[config.mk]
export PLATFORM = sky130hd
export DESIGN_NAME = serial_parity_rx
export DESIGN_NICKNAME = d
export VERILOG_FILES = /design/src/rtl/serial_parity_rx_pkg.sv /design/src/rtl/xor_1_bit.sv /design/src/rtl/serial_parity_rx.sv
export SDC_FILE = /design/constraint.sdc
export NUM_CORES = 1
export LEC_CHECK = 0
export CORE_UTILIZATION = 46
export DETAILED_ROUTE_END_ITERATION = 12
export GPL_TIMING_DRIVEN = 1
export HOLD_SLACK_MARGIN = 0.08
export PLACE_DENSITY = 0.76
export SETUP_SLACK_MARGIN = 0.05
export SLEW_MARGIN = 20
export SYNTH_ARGS = -nofsm -noshare
export SYNTH_HDL_FRONTEND = slang
export SYNTH_SLANG_ARGS = --single-unit
[constraint.sdc]
create_clock -name clk -period 3.1 [get_ports clk]
set_clock_uncertainty 0.15 [all_clocks]
set_input_delay 0.465 -clock clk [delete_from_list [all_inputs] [get_ports clk]]
set_output_delay 0.465 -clock clk [all_outputs]
set_load 0.02 [all_outputs]
[src/rtl/serial_parity_rx_pkg.sv]
// Shared definitions for the serial parity receiver: FSM state encoding
// and the frame-length helper used by the design and its bench.
package serial_parity_rx_pkg;

   typedef enum logic [2:0] {
      IDLE      = 3'd0,
      DATA      = 3'd1,
      PARITY    = 3'd2,
      STOP      = 3'd3,
      WAIT_IDLE = 3'd4
   } state_t;

   // Start + data + parity + stop.
   function automatic int frame_len(input int data_bits);
      return data_bits + 3;
   endfunction

endpackage

[src/rtl/xor_1_bit.sv]
// Three-input single-bit XOR; used as the running-parity element.
module xor_1_bit (
   input  logic a,
   input  logic b,
   input  logic c,
   output logic y
);

   assign y = a ^ b ^ c;

endmodule

[src/rtl/serial_parity_rx.sv]
// LSB-first serial frame receiver (start, data, parity, stop) with
// parity and framing error reporting; advances only on bit_en strobes.
module serial_parity_rx
   import serial_parity_rx_pkg::*;
#(
   parameter int DATA_BITS  = 8,
   parameter bit ODD_PARITY = 1'b0
) (
   input  logic                 clk,
   input  logic                 rst_n,
   input  logic                 bit_en,
   input  logic                 rx,
   output logic [DATA_BITS-1:0] data_out,
   output logic                 data_valid,
   output logic                 parity_err,
   output logic                 frame_err,
   output logic                 busy
);

   localparam int             CW       = $clog2(DATA_BITS) + 1;
   localparam logic [CW-1:0]  LAST_CNT = CW'(DATA_BITS - 1);

   state_t               state_q, state_d;
   logic [DATA_BITS-1:0] shreg_q, shreg_d, shreg_shift;
   logic [CW-1:0]        cnt_q, cnt_d;
   logic                 acc_q, acc_d, acc_next;
   logic                 pend_good_q, pend_good_d;
   logic                 pend_bad_q, pend_bad_d;
   logic [DATA_BITS-1:0] data_out_q, data_out_d;
   logic                 data_valid_q, data_valid_d;
   logic                 parity_err_q, parity_err_d;
   logic                 frame_err_q, frame_err_d;

   xor_1_bit u_parity (
      .a (acc_q),
      .b (rx),
      .c (1'b0),
      .y (acc_next)
   );

   if (DATA_BITS == 1) begin : g_shift_one
      assign shreg_shift = rx;
   end else begin : g_shift_many
      assign shreg_shift = {rx, shreg_q[DATA_BITS-1:1]};
   end

   always_ff @(posedge clk or negedge rst_n) begin
      if (!rst_n) begin
         state_q <= IDLE;
      end else begin
         state_q <= state_d;
      end
   end

   always_comb begin
      state_d = state_q;
      if (bit_en) begin
         case (state_q)
            IDLE:      if (!rx) state_d = DATA;
            DATA:      if (cnt_q == LAST_CNT) state_d = PARITY;
            PARITY:    state_d = STOP;
            STOP:      state_d = rx ? IDLE : WAIT_IDLE;
            WAIT_IDLE: if (rx) state_d = IDLE;
            default:   state_d = IDLE;
         endcase
      end
   end

   always_comb begin
      busy = (state_q != IDLE);
   end

   // Results are staged for one clock after the stop sample. shreg and acc
   // cannot change on that following edge (IDLE only reloads acc_d), so the
   // commit reads them straight from the flops.
   always_comb begin
      shreg_d      = shreg_q;
      cnt_d        = cnt_q;
      acc_d        = acc_q;
      pend_good_d  = 1'b0;
      pend_bad_d   = 1'b0;
      data_valid_d = pend_good_q;
      frame_err_d  = pend_bad_q;
      data_out_d   = pend_good_q ? shreg_q : data_out_q;
      parity_err_d = pend_good_q ? acc_q : parity_err_q;
      if (bit_en) begin
         case (state_q)
            IDLE: begin
               if (!rx) begin
                  cnt_d = '0;
                  acc_d = ODD_PARITY;
               end
            end
            DATA: begin
               shreg_d = shreg_shift;
               acc_d   = acc_next;
               cnt_d   = cnt_q + CW'(1);
            end
            PARITY: acc_d = acc_next;
            STOP: begin
               if (rx) pend_good_d = 1'b1;
               else    pend_bad_d  = 1'b1;
            end
            default: ;
         endcase
      end
   end

   always_ff @(posedge clk or negedge rst_n) begin
      if (!rst_n) begin
         shreg_q      <= '0;
         cnt_q        <= '0;
         acc_q        <= 1'b0;
         pend_good_q  <= 1'b0;
         pend_bad_q   <= 1'b0;
         data_out_q   <= '0;
         data_valid_q <= 1'b0;
         parity_err_q <= 1'b0;
         frame_err_q  <= 1'b0;
      end else begin
         shreg_q      <= shreg_d;
         cnt_q        <= cnt_d;
         acc_q        <= acc_d;
         pend_good_q  <= pend_good_d;
         pend_bad_q   <= pend_bad_d;
         data_out_q   <= data_out_d;
         data_valid_q <= data_valid_d;
         parity_err_q <= parity_err_d;
         frame_err_q  <= frame_err_d;
      end
   end

   assign data_out   = data_out_q;
   assign data_valid = data_valid_q;
   assign parity_err = parity_err_q;
   assign frame_err  = frame_err_q;

endmodule

==> flow_summary.json <==
{
  "run_status": "finished clean",
  "drcViolationCount": 0,
  "grt_busiest_layer": "met2",
  "cts.repair.resized": 0,
  "nNetsFinal": 118,
  "detail-route-antenna-nets": 0,
  "num_rows": 18,
  "global_route.usage.met2_pct": 24.9,
  "finish.cell_count_without_fillers": 144,
  "worst_hold_path.endpoint": "frame_err$_DFF_PN0_",
  "critical_path.max_fanout": 9,
  "worst_hold_startpoint": "frame_err_d$_DFF_PN0_",
  "routabilityCongestion": 0.803,
  "area_delta_synth_final_pct": 19.3,
  "setup.worst_path.start_class": "flop",
  "worst_hold_path_type": "flop to flop",
  "max-vdd-ir-drop_mv": 0.627,
  "mappedNetlistArea_sq_mm": 0.00124,
  "grt_pass1_wl_um": 3210,
  "dpl_cell_area_sq_mm": 0.00140,
  "unrepaired_setup_endpoints_after_global_routing": "false",
  "yosys_warnings": 0,
  "p_leak_uw": 0.000678,
  "synth.net_count": 100,
  "final_min_period_over_clock_period_pct": 71.0,
  "number_of_max_cap_violations": 0,
  "gr-usage-all-layers_pct": 16.2,
  "yosysSeqAreaShare_pct": 58.4,
  "synth_top_cell_area_share_pct": 58.4,
  "routedWlPerCell_um": 13.3,
  "start_util_pct": 49.3,
  "power_density_mw_per_mm2": 977,
  "worst_slew_margin_rel_pct": 55.7,
  "grt_start_max_net_pins": 30,
  "post_cts_setup_buffers": 0,
  "placedCellCount": 136,
  "numPortBuffers": 15,
  "cts.reportedPaths.clkPinSlew_ns": 0.09,
  "worstHoldPathCells": 0,
  "grt_pass1_vias": 715,
  "clock_sinks": 29,
  "floorplan.core_area_sq_mm": 0.00252,
  "syn-mean-instance-area_sq_um": 13.1,
  "count_of_pins_over_their_slew_limit": 0,
  "worstSkewPairLatency_ns": 0.32,
  "cts_root_buffer": "sky130_fd_sc_hd__clkbuf_4",
  "cp_class": "flop to output pin",
  "synth_seq_cells": 29,
  "synth_top_area_cell": "sky130_fd_sc_hd__dfrtp_1",
  "grt_use_met1_pct": 19.4,
  "drt_first_iter_violations": 7,
  "clock_path_buffers": 2,
  "finalHoldViolCount": 0,
  "min_period_ns": 2.20,
  "cp_data_arrival_time_ns": 1.59,
  "post_synth_num_cell_types": 29,
  "total_routed_length_um": 1910,
  "mean_number_of_vias_per_cell": 5.25,
  "layout.filler_cells": 218,
  "htree_num_levels": 2,
  "cts_hold_buffers": 0,
  "detailroute.via_count": 756,
  "timing.critical_path.required_ns": 2.48,
  "dpl.hpwl_um": 1290,
  "antenna_cells_inserted": 0,
  "worst_setup_path_startpoint": "state_q[0]$_DFFE_PN0P_",
  "design.portCount": 16,
  "die_height_um": 54.0,
  "layout-drive-gt1-share_pct": 22.8,
  "drtPass1Iterations": 3,
  "netlist_instances": 95,
  "final_std_cell_area_no_fill_sq_mm": 0.00148,
  "fmaxAchievable_ghz": 0.454,
  "reg2reg_depth": 2,
  "cts_inserted_buffers": 5,
  "antenna_violations_before_repair": 0,
  "tritoncts": "built",
  "grt.overflow.total": 0,
  "worst_slew_pin_slew_ns": 0.664,
  "r2r_slack_ns": 1.23,
  "die_w_um": 54.0,
  "grt_use_met3_pct": 7.63,
  "endpoint_kind": "output pin",
  "setup_tns_ns": 0,
  "final_setup_fails": 0,
  "die-area_sq_mm": 0.00292,
  "timing.rr.end": "shreg_q[0]$_DFFE_PN0P_",
  "synth_area_leaders": "sky130_fd_sc_hd__dfrtp_1, sky130_fd_sc_hd__mux2_2, sky130_fd_sc_hd__mux2_4",
  "worst_r2r_startpoint": "state_q[1]$_DFFE_PN0P_"
}
layout make-up:
type | instances | area (sq um) | share of cell area, %
inverter | 4 | 15.0 | 1.01
tap | 30 | 37.5 | 2.53
multi-input combinational | 57 | 463 | 31.2
sequential | 29 | 726 | 48.9
clock inverter | 1 | 30.0 | 2.02
clock buffer | 7 | 55.1 | 3.71
timing repair buffer | 16 | 158 | 10.6
kinds of logic after synthesis:
kind of cell	Yosys count	share of synthesized area [%]
buffers and inverters	9	4.43
DFF	29	58.4
and+or+nand+nor	24	10.7
AOI/OAI and AO/OA	14	7.85
adders and majority gates	1	1.01
muxes	18	17.7
flip-flops by register name, summed over array words and instances (netlist names):
signal / flops
parity_err: 1
shreg_q: 8
frame_err_d: 1
acc_q: 1
data_out: 8
data_valid: 1
state_q: 3
cnt_q: 4
data_valid_d: 1
frame_err: 1
power by group:
group          switching (uW)  internal [uW]
Clock                     129            193
Combinational             207            283
Sequential                115            523
Total                     451            998
routing by layer:
| layer | wire [um] | part of all wire [%] |
|---|---|---|
| met1 | 891 | 47 |
| met2 | 921 | 48 |
| met3 | 77 | 4.0 |
| met4 | 17 | 0.89 |
| met5 | 0 | 0 |
per-stage QoR:
step | utilization (%) | hold WS, ns | setup slack, ns | power (uW)
after floorplan | - | 0.0194 | 1.55 | 986
after global placement | 55.5 | 0.183 | 0.761 | 1120
after detailed placement | 55.5 | 0.187 | 0.697 | 1140
after CTS | 58.8 | 0.209 | 0.881 | 1470
final | 58.8 | 0.206 | 0.900 | 1450
after global routing | 58.8 | 0.222 | 0.761 | 1550
cells in the mapped netlist:
cell type and n:
sky130_fd_sc_hd__o2bb2a_1 1, sky130_fd_sc_hd__mux2i_1 1, sky130_fd_sc_hd__ha_1 1, sky130_fd_sc_hd__inv_1 4
sky130_fd_sc_hd__o211ai_1 1, sky130_fd_sc_hd__and2b_1 1, sky130_fd_sc_hd__buf_2 2, sky130_fd_sc_hd__nand2_1 5
sky130_fd_sc_hd__dfrtp_1 29, sky130_fd_sc_hd__nor2_1 5, sky130_fd_sc_hd__nand3b_1 2, sky130_fd_sc_hd__o22ai_1 1
sky130_fd_sc_hd__mux2_4 5, sky130_fd_sc_hd__a21oi_1 2, sky130_fd_sc_hd__nor2b_1 2, sky130_fd_sc_hd__or3b_2 1
sky130_fd_sc_hd__mux2_2 12, sky130_fd_sc_hd__nand3_1 3, sky130_fd_sc_hd__a21boi_0 2, sky130_fd_sc_hd__o21ai_0 3
sky130_fd_sc_hd__nand2b_1 3, sky130_fd_sc_hd__o2111a_1 1, sky130_fd_sc_hd__buf_8 1, sky130_fd_sc_hd__clkbuf_1 1
sky130_fd_sc_hd__buf_6 1, sky130_fd_sc_hd__and4bb_1 1, sky130_fd_sc_hd__o211a_1 1, sky130_fd_sc_hd__a31oi_1 2
sky130_fd_sc_hd__nor3_1 1
how the worst max path moves through the flow:
stage	slack (ns)	endpoint	cells past startpoint
finish	0.90	busy	3
global route	0.76	busy	3
CTS	0.88	busy	3
detailed placement	0.70	shreg_q[0]$_DFFE_PN0P_	3
floorplan	1.55	shreg_q[3]$_DFFE_PN0P_	5
global placement	0.76	shreg_q[0]$_DFFE_PN0P_	3
worst max-delay path, cell delays in order, from the launching register on:
cell and delay (ns):
sky130_fd_sc_hd__dfrtp_1 0.50, sky130_fd_sc_hd__nor2_1 0.10, sky130_fd_sc_hd__nand2_1 0.07, sky130_fd_sc_hd__clkdlybuf4s50_1 0.59
placed cells by master (no fill, tap or decap):
| cell type | instances |
|---|---|
| sky130_fd_sc_hd__o211ai_1 | 1 |
| sky130_fd_sc_hd__nor3_1 | 1 |
| sky130_fd_sc_hd__bufinv_16 | 1 |
| sky130_fd_sc_hd__clkbuf_4 | 5 |
| sky130_fd_sc_hd__and4bb_1 | 1 |
| sky130_fd_sc_hd__a21oi_1 | 2 |
| sky130_fd_sc_hd__mux2_2 | 12 |
| sky130_fd_sc_hd__nor2_1 | 5 |
| sky130_fd_sc_hd__dfrtp_1 | 29 |
| sky130_fd_sc_hd__or3b_2 | 1 |
| sky130_fd_sc_hd__a21boi_0 | 2 |
| sky130_fd_sc_hd__o2111a_1 | 1 |
| sky130_fd_sc_hd__a31oi_1 | 2 |
| sky130_fd_sc_hd__o22ai_1 | 1 |
| sky130_fd_sc_hd__nand2b_1 | 3 |
| sky130_fd_sc_hd__mux2i_1 | 1 |
| sky130_fd_sc_hd__o21ai_0 | 3 |
| sky130_fd_sc_hd__nand3_1 | 3 |
| sky130_fd_sc_hd__nand2_1 | 5 |
| sky130_fd_sc_hd__inv_1 | 4 |
| sky130_fd_sc_hd__o2bb2a_1 | 1 |
| sky130_fd_sc_hd__buf_4 | 1 |
| sky130_fd_sc_hd__clkbuf_1 | 1 |
| sky130_fd_sc_hd__ha_1 | 1 |
| sky130_fd_sc_hd__mux2_4 | 5 |
| sky130_fd_sc_hd__nor2b_1 | 2 |
| sky130_fd_sc_hd__clkdlybuf4s50_1 | 15 |
| sky130_fd_sc_hd__nand3b_1 | 2 |
| sky130_fd_sc_hd__and2b_1 | 1 |
| sky130_fd_sc_hd__o211a_1 | 1 |
| sky130_fd_sc_hd__clkbuf_8 | 1 |
(Power assumes the default switching activity.)
